<file path="config.mk">
export PLATFORM = sky130hd
export DESIGN_NAME = cdb_arbiter
export DESIGN_NICKNAME = d
export VERILOG_FILES = /design/src/rtl/cdb_arbiter.sv
export SDC_FILE = /design/constraint.sdc
export NUM_CORES = 1
export LEC_CHECK = 0
export CAP_MARGIN = 20
export CORE_MARGIN = 1
export CORE_UTILIZATION = 39
export DETAILED_ROUTE_END_ITERATION = 10
export PLACE_DENSITY = 0.95
export SETUP_SLACK_MARGIN = 0.15
export SKIP_LAST_GASP = 1
export SYNTH_ARGS = -nofsm -noshare
export SYNTH_HDL_FRONTEND = slang
export SYNTH_SLANG_ARGS = --single-unit
</file>
<file path="constraint.sdc">
create_clock -name clk -period 2.9 [get_ports clk]
set_clock_uncertainty 0.2 [all_clocks]
set_input_delay 0.58 -clock clk [delete_from_list [all_inputs] [get_ports clk]]
set_output_delay 0.58 -clock clk [all_outputs]
set_load 0.1 [all_outputs]
</file>
<file path="src/rtl/cdb_arbiter.sv">
// Round-robin arbiter for the common data bus: grants one functional-unit response per cycle
// and broadcasts the winner's payload, registered, for exactly one cycle.
module cdb_arbiter #(
    parameter int XLEN    = 32,
    parameter int NUM_REQ = 4,
    parameter int ROB_W   = 5,
    parameter int ARCH_W  = 5,
    parameter int PHYS_W  = 6,
    localparam int SRC_W  = (NUM_REQ > 1) ? $clog2(NUM_REQ) : 1
) (
    input  logic                      clk,
    input  logic                      rst,
    input  logic                      flush,
    input  logic [NUM_REQ-1:0]        req_valid,
    output logic [NUM_REQ-1:0]        req_ready,
    input  logic [NUM_REQ*XLEN-1:0]   req_value,
    input  logic [NUM_REQ*ARCH_W-1:0] req_rd,
    input  logic [NUM_REQ*PHYS_W-1:0] req_pd,
    input  logic [NUM_REQ*ROB_W-1:0]  req_rob_idx,
    input  logic [NUM_REQ-1:0]        req_dest_we,
    output logic                      cdb_valid,
    output logic [XLEN-1:0]           cdb_value,
    output logic [ARCH_W-1:0]         cdb_rd,
    output logic [PHYS_W-1:0]         cdb_pd,
    output logic [ROB_W-1:0]          cdb_rob_idx,
    output logic                      cdb_dest_we,
    output logic [SRC_W-1:0]          cdb_src
);

    logic [SRC_W-1:0]  ptr;
    logic              grant_any;
    logic [SRC_W-1:0]  grant_idx;
    int                idx;

    logic              vld_p1;
    logic              we_p1;
    logic [XLEN-1:0]   value_p1;
    logic [ARCH_W-1:0] rd_p1;
    logic [PHYS_W-1:0] pd_p1;
    logic [ROB_W-1:0]  rob_p1;
    logic [SRC_W-1:0]  src_p1;

    // Stage p0: combinational round-robin search starting at ptr
    always_comb begin
        req_ready = '0;
        grant_any = 1'b0;
        grant_idx = '0;
        idx       = 0;
        if (!rst && !flush) begin
            for (int k = 0; k < NUM_REQ; k++) begin
                idx = (int'(ptr) + k) % NUM_REQ;
                if (!grant_any && req_valid[idx]) begin
                    grant_any = 1'b1;
                    grant_idx = SRC_W'(idx);
                end
            end
            if (grant_any) begin
                req_ready[grant_idx] = 1'b1;
            end
        end
    end

    // Stage p1: registered broadcast; payload holds when there is no grant
    always_ff @(posedge clk) begin
        if (rst) begin
            ptr      <= '0;
            vld_p1   <= 1'b0;
            we_p1    <= 1'b0;
            value_p1 <= '0;
            rd_p1    <= '0;
            pd_p1    <= '0;
            rob_p1   <= '0;
            src_p1   <= '0;
        end else begin
            vld_p1 <= grant_any;
            we_p1  <= grant_any & req_dest_we[grant_idx];
            if (grant_any) begin
                value_p1 <= req_value[grant_idx*XLEN +: XLEN];
                rd_p1    <= req_rd[grant_idx*ARCH_W +: ARCH_W];
                pd_p1    <= req_pd[grant_idx*PHYS_W +: PHYS_W];
                rob_p1   <= req_rob_idx[grant_idx*ROB_W +: ROB_W];
                src_p1   <= grant_idx;
                ptr      <= (int'(grant_idx) == NUM_REQ - 1) ? '0 : grant_idx + 1'b1;
            end
        end
    end

    assign cdb_valid   = vld_p1;
    assign cdb_dest_we = we_p1;
    assign cdb_value   = value_p1;
    assign cdb_rd      = rd_p1;
    assign cdb_pd      = pd_p1;
    assign cdb_rob_idx = rob_p1;
    assign cdb_src     = src_p1;

    a_ready_onehot0: assert property (@(posedge clk) $onehot0(req_ready));
    a_ready_valid:   assert property (@(posedge clk) (req_ready & ~req_valid) == '0);
    a_we_valid:      assert property (@(posedge clk) disable iff (rst) cdb_dest_we |-> cdb_valid);

endmodule
</file>
=== Word-level counts from Yosys, hierarchy flattened ===
Cells that the tools add are included.

* Magnitude comparators: 7
* Equal/unequal tests: 1
* Muxes and demuxes: 33
* Shift-type cells: 4
* Bitwise operators: 4
* Reduce and logical (&&, ||, !) cells: 13
* Multipliers: 2
* Add/subtract/negate cells: 4

{| class="wikitable"
|+ Operator list
! operator !! count
|-
| $shiftx 128x8->32 || 1
|-
| $shiftx 20x6->5 || 2
|-
| $shiftx 24x6->6 || 1
|-
| $mux 1 || 18
|-
| $mux 2 || 7
|-
| $lt 3x4->1 const B || 3
|-
| $bmux 1 s2 || 5
|-
| $lt 2x3->1 const B || 3
|-
| $mux 4 || 2
|-
| $reduce_or 2->1 || 3
|-
| $logic_and 1x1->1 || 5
|-
| $logic_not 1->1 || 5
|-
| $mul 2x3->5 const B || 1
|-
| $add 2x1->2 const B || 2
|-
| $add 2x2->2 const B || 2
|-
| $mul 2x2->4 const B || 1
|-
| $and 1x1->1 const A || 3
|-
| $demux 1 s2 || 1
|-
| $eq 2x1->1 const B || 1
|-
| $ge 2x1->1 const B || 1
|-
| $and 1x1->1 || 1
|}

* Output and inout bits: 56
* Register bits: 54
* Input bits: 203

=== Depth between registers and ports, before layout ===
Gate-level depths: netlist of run 1.

* Depth after elaboration: 23
* Depth in mapped cells: 8

=== Worst setup path after synthesis of run 1 ===
OpenSTA, ideal clock, no wires.

* Path type: input -> output
* Start: in req_valid[2]
* End: out req_ready[1]
* Data arrival time: 3.444 ns
* Buffers on the path: 2
* Stages: 6
* Data required time: 2.120 ns
* Setup slack: -1.324 ns
* Cell sequence: and2b_1 o21ai_2 nand3_1 buf_4 buf_4 nor3_1

* Cells in the longest elaborated chain, start to end: 22
* Elaborated cells on any way between the ends: 37
* Those cells by class: order compare (2); mux (28); reduce/logical (7)

{| class="wikitable"
|+ Ends and longest elaborated chain
! element !! RTL line !! text
|-
| start, declared || 14 || <nowiki>input logic [NUM_REQ-1:0] req_valid,</nowiki>
|-
| $bmux 1 s2 || 52 || <nowiki>if (!grant_any && req_valid[idx]) begin</nowiki>
|-
| $mux 1 (implied by the code) || 52 ||
|-
| $mux 1 || 52 ||
|-
| $mux 1 || 49 || <nowiki>if (!rst && !flush) begin</nowiki>
|-
| $logic_not 1->1 || 52 ||
|-
| $logic_and 1x1->1 || 52 ||
|-
| $mux 1 || 52 ||
|-
| $mux 1 || 49 ||
|-
| [6 not listed] || -- ||
|-
| $mux 2 || 52 ||
|-
| $mux 2 || 49 ||
|-
| $lt 2x3->1 (implied by the code) / $ge 2x1->1 (equally long branches) || 58 || <nowiki>req_ready[grant_idx] = 1'b1;</nowiki>
|-
| $logic_and 1x1->1 (implied by the code) || 58 ||
|-
| $mux 1 (implied by the code) || 58 ||
|-
| $demux 1 s2 || 58 ||
|-
| $mux 4 * || 57 || <nowiki>if (grant_any) begin</nowiki>
|-
| $mux 4 * || 49 ||
|-
| end, declared || 15 || <nowiki>output logic [NUM_REQ-1:0] req_ready,</nowiki>
|}

Mark *: on every way between the ends. The rest lies on a longest branch, timed or not. The select of a mux whose other input is x is not followed.

=== Worst setup path in the final report of run 1 ===
* Start: in req_valid[3]
* End: out req_ready[0]

The elaborated chain is that of the path after synthesis.

==> results.cfg, run 1 <==
[floorplan]
fp.dieH_um = 101
die_x_um = 101
initial_core_util_pct = 40.8
io-pin-count = 259
die_area_um2 = 10100
coreArea_um2 = 9330
rows = 35

[sta]
period_share_pct = 94.2
slew_violations = 0
setup_viol = 0
max_freq_mhz = 366
slew_headroom_pct = 65.1
rsz0062_at_grt = yes
whs_ns = 0.276
finalHoldViolCount = 0
tightest_slew_ns = 0.524
fin_crit_ns = 2.73

[cells_and_area]
area_delta_synth_final_pct = 75.6
layout_common_cells = clkdlybuf4s50_1 (197), nand2_1 (89), buf_4 (73), dfxtp_1 (54), inv_1 (50)
n_antenna_cell = 0
register_area_um2 = 1080
n_fill_cell = 696
drive_gt1_share_pct = 16.4
fin_nets = 963
final_common_cell = clkdlybuf4s50_1
multi_input_area_um2 = 2380

[logic_synthesis]
synth_area_leader_cell = dfxtp_1
async_flop_share_pct = 0
yosysTopAreaCellShare_pct = 28.4
yosysWarnings = 0
avgSynthCellArea_um2 = 7.31
synth_area_um2 = 3800
synthCells = 520
synth_top_flop_cell = dfxtp_1
ys_seq_elements = 54
synth_edf_count = 0
synth.area.top_cells = dfxtp_1 (28%), mux2i_1 (13%), nand2_1 (8.8%), a31oi_1 (7.9%), o211ai_1 (6.5%)
syn_nets = 723
synth_seq_area_share_pct = 28.4
ys_types = 35

[place]
port_buffers = 258
place.gp.congestion = 0.862
dp_hpwl_um = 11600

[power_and_ir_drop]
power_mw = 3.00
leakagePower_nw = 2.95
cellPowerDensity_nw_per_um2 = 449
vdd_drop_max_uv = 232

[drt]
drt-initial-drc-count = 149
vias = 4929
drc = 0
wl_um = 15300
firstDrtPassIters = 5
vias_per_cell = 5.54
ant_nets = 0
avgRoutedWirePerCell_um = 17.1

[global_route]
grt_pass1_vias = 5022
grt_max_degree = 53
gr-total-overflow = 0
grt_pass1_wl_um = 23300
grt.total_usage_pct = 29.1
antenna_found_initial = 0

[critical_path]
critPathRequiredTime_ns = 2.12
startpoint_type = input pin
crit_fanout = 4
critPathKind = in2out
critical_path.cell_chain = dlygate4sd2_1 > or3b_4 > and3_4 > nor3_4 > buf_12
cp-end-kind = output port
crit_arrival_ns = 1.95
max_stage_delay_ns = 0.46
reg2reg_depth = 7
cp_slowest_cell = or3b_4

[clock_network]
clk_pin_slew_worst_paths_ns = 0.11
clockBufferDepth = 2
clk_latency_ns = 0.30
ctsHoldBuffers = 0
cts_tree = built
root_buffer = clkbuf_8
clock_sinks = 54
cts.htree.levels = 2
cts_buffers = 5

[run]
max-cap-violations = 0

[worst_hold_path]
min_path_type = reg2reg
holdPathStages = 1

[outcome]
status = complete, no violations
cell families after synthesis:
kind of cell,synth area share [%]
AND/OR/NAND/NOR,17.4
buffers and inverters,12.2
XOR/XNOR,0.230
flip-flops,28.4
AO/OA/AOI/OAI,28.6
multiplexers,13.2
final timing paths:
check	slack, ns	end	from
min reg2reg	0.28	cdb_src[1]	cdb_src[1]
min	0.28	cdb_src[1]	cdb_src[1]
max	0.17	req_ready[0]	req_valid[3]
max reg2reg	0.52	cdb_pd[1]	ptr[0]
cell type report:
class / instances / share of cell area, %
Timing Repair Buffer: 286 / 41.5
Sequential cell: 54 / 16.2
Clock inverter: 2 / 0.187
Clock buffer: 6 / 1.24
Multi-Input combinational cell: 362 / 35.6
Tap cell: 129 / 2.42
Inverter: 51 / 2.87
power by group:
group          internal (mW)  switching [mW]  total (mW)
sequential             0.826          0.0540       0.881
clock                  0.193           0.269       0.463
combinational          0.601            1.05        1.66
total                   1.62            1.38        3.00
worst max-delay path: cells and delay by family:
family / cells / cell delay [ns]
buf+inv: 2 / 0.51
simple gates: 3 / 0.86
state kept, by name, indices dropped and copies added (netlist names):
name and count:
cdb_dest_we 1, cdb_pd 6, cdb_rd 5, cdb_rob_idx 5
cdb_src 2, cdb_valid 1, cdb_value 32, ptr 2
repair_timing:
action / in CTS / in global routing
pin swaps: 4 / 3
endpoints found under the setup margin: 4 / 4
setup buffers: 0 / 1
gates resized for setup: 13 / 5
routing by layer:
| metal | part of all wire [%] | GRT usage (%) | vias to the layer above | wire, um |
|---|---|---|---|---|
| li1 | - | - | 2321 | - |
| met1 | 35 | 29.6 | 2280 | 5310 |
| met2 | 53 | 55.9 | 282 | 8050 |
| met3 | 8.5 | 6.93 | 46 | 1300 |
| met4 | 3.9 | 13.5 | 0 | 594 |
| met5 | 0 | 0 | - | 0 |
synth_stat cells, types with 2 or more instances:
| master | n |
|---|---|
| a21oi_1 | 6 |
| o21ai_2 | 3 |
| buf_6 | 3 |
| dfxtp_1 | 54 |
| inv_1 | 50 |
| and3_1 | 3 |
| nor2_1 | 2 |
| clkbuf_1 | 23 |
| a211oi_1 | 10 |
| nor2b_1 | 3 |
| o211ai_1 | 33 |
| clkbuf_2 | 4 |
| mux2i_1 | 49 |
| buf_4 | 7 |
| nand2_1 | 89 |
| o21ai_0 | 34 |
| o21a_1 | 3 |
| o211ai_2 | 10 |
| buf_2 | 16 |
| o21ai_1 | 12 |
| nor3_1 | 45 |
| a31oi_1 | 48 |
through the flow:
stage | TNS (ns) | worst slack [ns] | cells | utilization (%) | area (um^2)
4_1_cts | 0 | 0.165 | 889 | 71.3 | 6650
3_5_place_dp | -0.432 | -0.127 | 881 | 70.0 | 6530
6_report | 0 | 0.167 | 890 | 71.6 | 6680
5_1_grt | 0 | 0.127 | 890 | 71.6 | 6680
2_1_floorplan | 0 | 0.0465 | 520 | - | 3850
3_3_place_gp | -0.191 | -0.0778 | 881 | 70.0 | 6530
No activity file was read; power rests on OpenSTA's default activity.
==> inputs of run 2 (changes only) <==
--- a/config.mk
+++ b/config.mk
@@ -6,8 +6,10 @@
 export NUM_CORES = 1
 export LEC_CHECK = 0
 export CAP_MARGIN = 20
+export CELL_PAD_IN_SITES_DETAIL_PLACEMENT = 1
+export CELL_PAD_IN_SITES_GLOBAL_PLACEMENT = 2
 export CORE_MARGIN = 1
-export CORE_UTILIZATION = 39
+export CORE_UTILIZATION = 19
 export DETAILED_ROUTE_END_ITERATION = 10
 export PLACE_DENSITY = 0.95
 export SETUP_SLACK_MARGIN = 0.15
==> results.cfg, run 2 (synthesis gave the netlist of run 1 again) <==
[power_and_ir_drop]
comb_power_share_pct = 51.9
vdd_drop_max_uv = 195
leakagePower_nw = 3.07
switching_power_mw = 1.45
p_clk_share_pct = 21.8
power_frac_seq_pct = 26.4
cellPowerDensity_nw_per_um2 = 468
internal_power_mw = 1.88
sw_frac_of_total_pct = 43.5

[clock_network]
clock_sinks = 54
clk_latency_ns = 0.30
clk_pin_slew_worst_paths_ns = 0.08
cts_tree = built
cts_buffers = 5
clockBufferDepth = 2
cts.htree.levels = 2
ctsHoldBuffers = 0
root_buffer = clkbuf_16

[critical_path]
crit_buf_inv = 3
crit_fanout = 3
cp_slowest_cell = clkdlybuf4s50_1
critPathRequiredTime_ns = 2.12
critPathKind = in2out
critical_path.cell_chain = clkdlybuf4s50_1 > or3_4 > buf_6 > nor3_4 > buf_12
crit_arrival_ns = 1.95
cp_num_cells = 5
crit_family = buffers and inverters
max_stage_delay_ns = 0.45
startpoint_type = input pin
cp-end-kind = output port
reg2reg_depth = 8

[place]
place_ws_ns = -0.159
place.gp.congestion = 0.779
port_buffers = 258
postPlaceCellArea_um2 = 6900
dp_hpwl_um = 14000
placedCellCount = 1028

[drt]
drt-initial-drc-count = 111
avgRoutedWirePerCell_um = 17.5
vias = 4883
ant_nets = 0
wl_um = 18200
firstDrtPassIters = 4
vias_per_cell = 4.70
drc = 0

[cells_and_area]
largest_reg_flops = 32
drive_gt1_share_pct = 17.9
multi_input_area_um2 = 2370
fin_area_um2 = 7110
instances_no_fill = 1039
final_common_cell = clkdlybuf4s50_1
register_area_um2 = 1080
area_delta_synth_final_pct = 86.9
fin_nets = 975
n_fill_cell = 2337
layout_common_cells = clkdlybuf4s50_1 (197), nand2_1 (89), buf_4 (76), dfxtp_1 (54), inv_1 (50)

[global_route]
top_usage_layer = met2
grt_pass1_wl_um = 27300
grt.total_usage_pct = 17.2
antenna_found_initial = 1
grt_max_degree = 47
gr-total-overflow = 0
grtUsageMet2_pct = 32.5
use_met1_pct = 18.9
grt_pass1_vias = 5080
use_met3_pct = 3.63

[floorplan]
fp.dieH_um = 143
die_area_um2 = 20600
coreArea_um2 = 19500
rows = 51
initial_core_util_pct = 19.5
die_x_um = 143
io-pin-count = 259

[sta]
setup_viol = 0
slew_headroom_pct = 68.1
tightest_slew_ns = 0.479
slew_violations = 0
rsz0062_at_grt = yes
period_share_pct = 94.0
tns_ns = 0
finalHoldViolCount = 0
max_freq_mhz = 367
fin_crit_ns = 2.73
setup_ws_ns = 0.173

[worst_hold_path]
holdPathStages = 1
min_path_type = reg2reg

[run]
max-cap-violations = 0

[outcome]
status = complete, no violations
run 2: power groups by stage:
stage | clock network (mW) | registers [mW] | logic, mW
after floorplan | 0 | 1.47 | 0.498
after detailed placement | 0 | 0.893 | 1.72
after CTS | 0.758 | 0.877 | 1.73
after global routing | 0.766 | 0.887 | 1.81
final | 0.723 | 0.876 | 1.72
after global placement | 0 | 0.890 | 1.69
run 2: per-layer routing:
| layer | vias to the layer above | share of wire [%] |
|---|---|---|
| met5 | - | 0 |
| met4 | 0 | 2.3 |
| met3 | 23 | 6.2 |
| met2 | 176 | 52 |
| met1 | 2339 | 39 |
| li1 | 2345 | - |
run 2: timing repair:
action | 4_1_cts | 5_1_grt
setup endpoints to repair | 4 | 4
setup buffers | 2 | 0
pin swaps | 4 | 5
gates resized for setup | 12 | 11
run 2: area by class of cell:
type,instances,share of cell area [%]
multi-input cells,362,33.4
inverters,51,2.69
flip-flops and latches,54,15.2
well taps,265,4.67
repair buffers,298,41.7
clock buffers,5,1.76
diodes,1,0.0352
clock inverters,3,0.563
run 2: per-stage QoR:
step / hold WS (ns) / util (%) / total power [mW]
after CTS: 0.276 / 36.4 / 3.37
after detailed placement: 0.256 / 35.3 / 2.62
after global routing: 0.308 / 36.4 / 3.47
after global placement: 0.237 / 35.3 / 2.58
final: 0.274 / 36.4 / 3.32
after floorplan: 0.253 / - / 1.97
run 2: final timing paths:
path              startpoint           end  slack, ns
setup / recovery         rst  req_ready[1]       0.17
hold / removal    cdb_src[1]    cdb_src[1]       0.27
setup reg to reg      ptr[0]     cdb_pd[5]       0.59
hold reg to reg   cdb_src[1]    cdb_src[1]       0.27
run 2: worst reg2reg max path, stage by stage, from the launching register on:
cell and delay (ns):
dfxtp_1 0.39, and2b_2 0.27, buf_4 0.15, o21ai_4 0.15, buf_4 0.33, buf_12 0.22, a31oi_1 0.11, o21ai_0 0.22
o211ai_1 0.13
==> inputs of run 3 (changes only) <==
--- a/config.mk
+++ b/config.mk
@@ -14,6 +14,7 @@
 export PLACE_DENSITY = 0.95
 export SETUP_SLACK_MARGIN = 0.15
 export SKIP_LAST_GASP = 1
+export SLEW_MARGIN = 10
 export SYNTH_ARGS = -nofsm -noshare
 export SYNTH_HDL_FRONTEND = slang
 export SYNTH_SLANG_ARGS = --single-unit
==> results of run 3 <==
Final layout, timing and power as in run 2 (identical DEF).
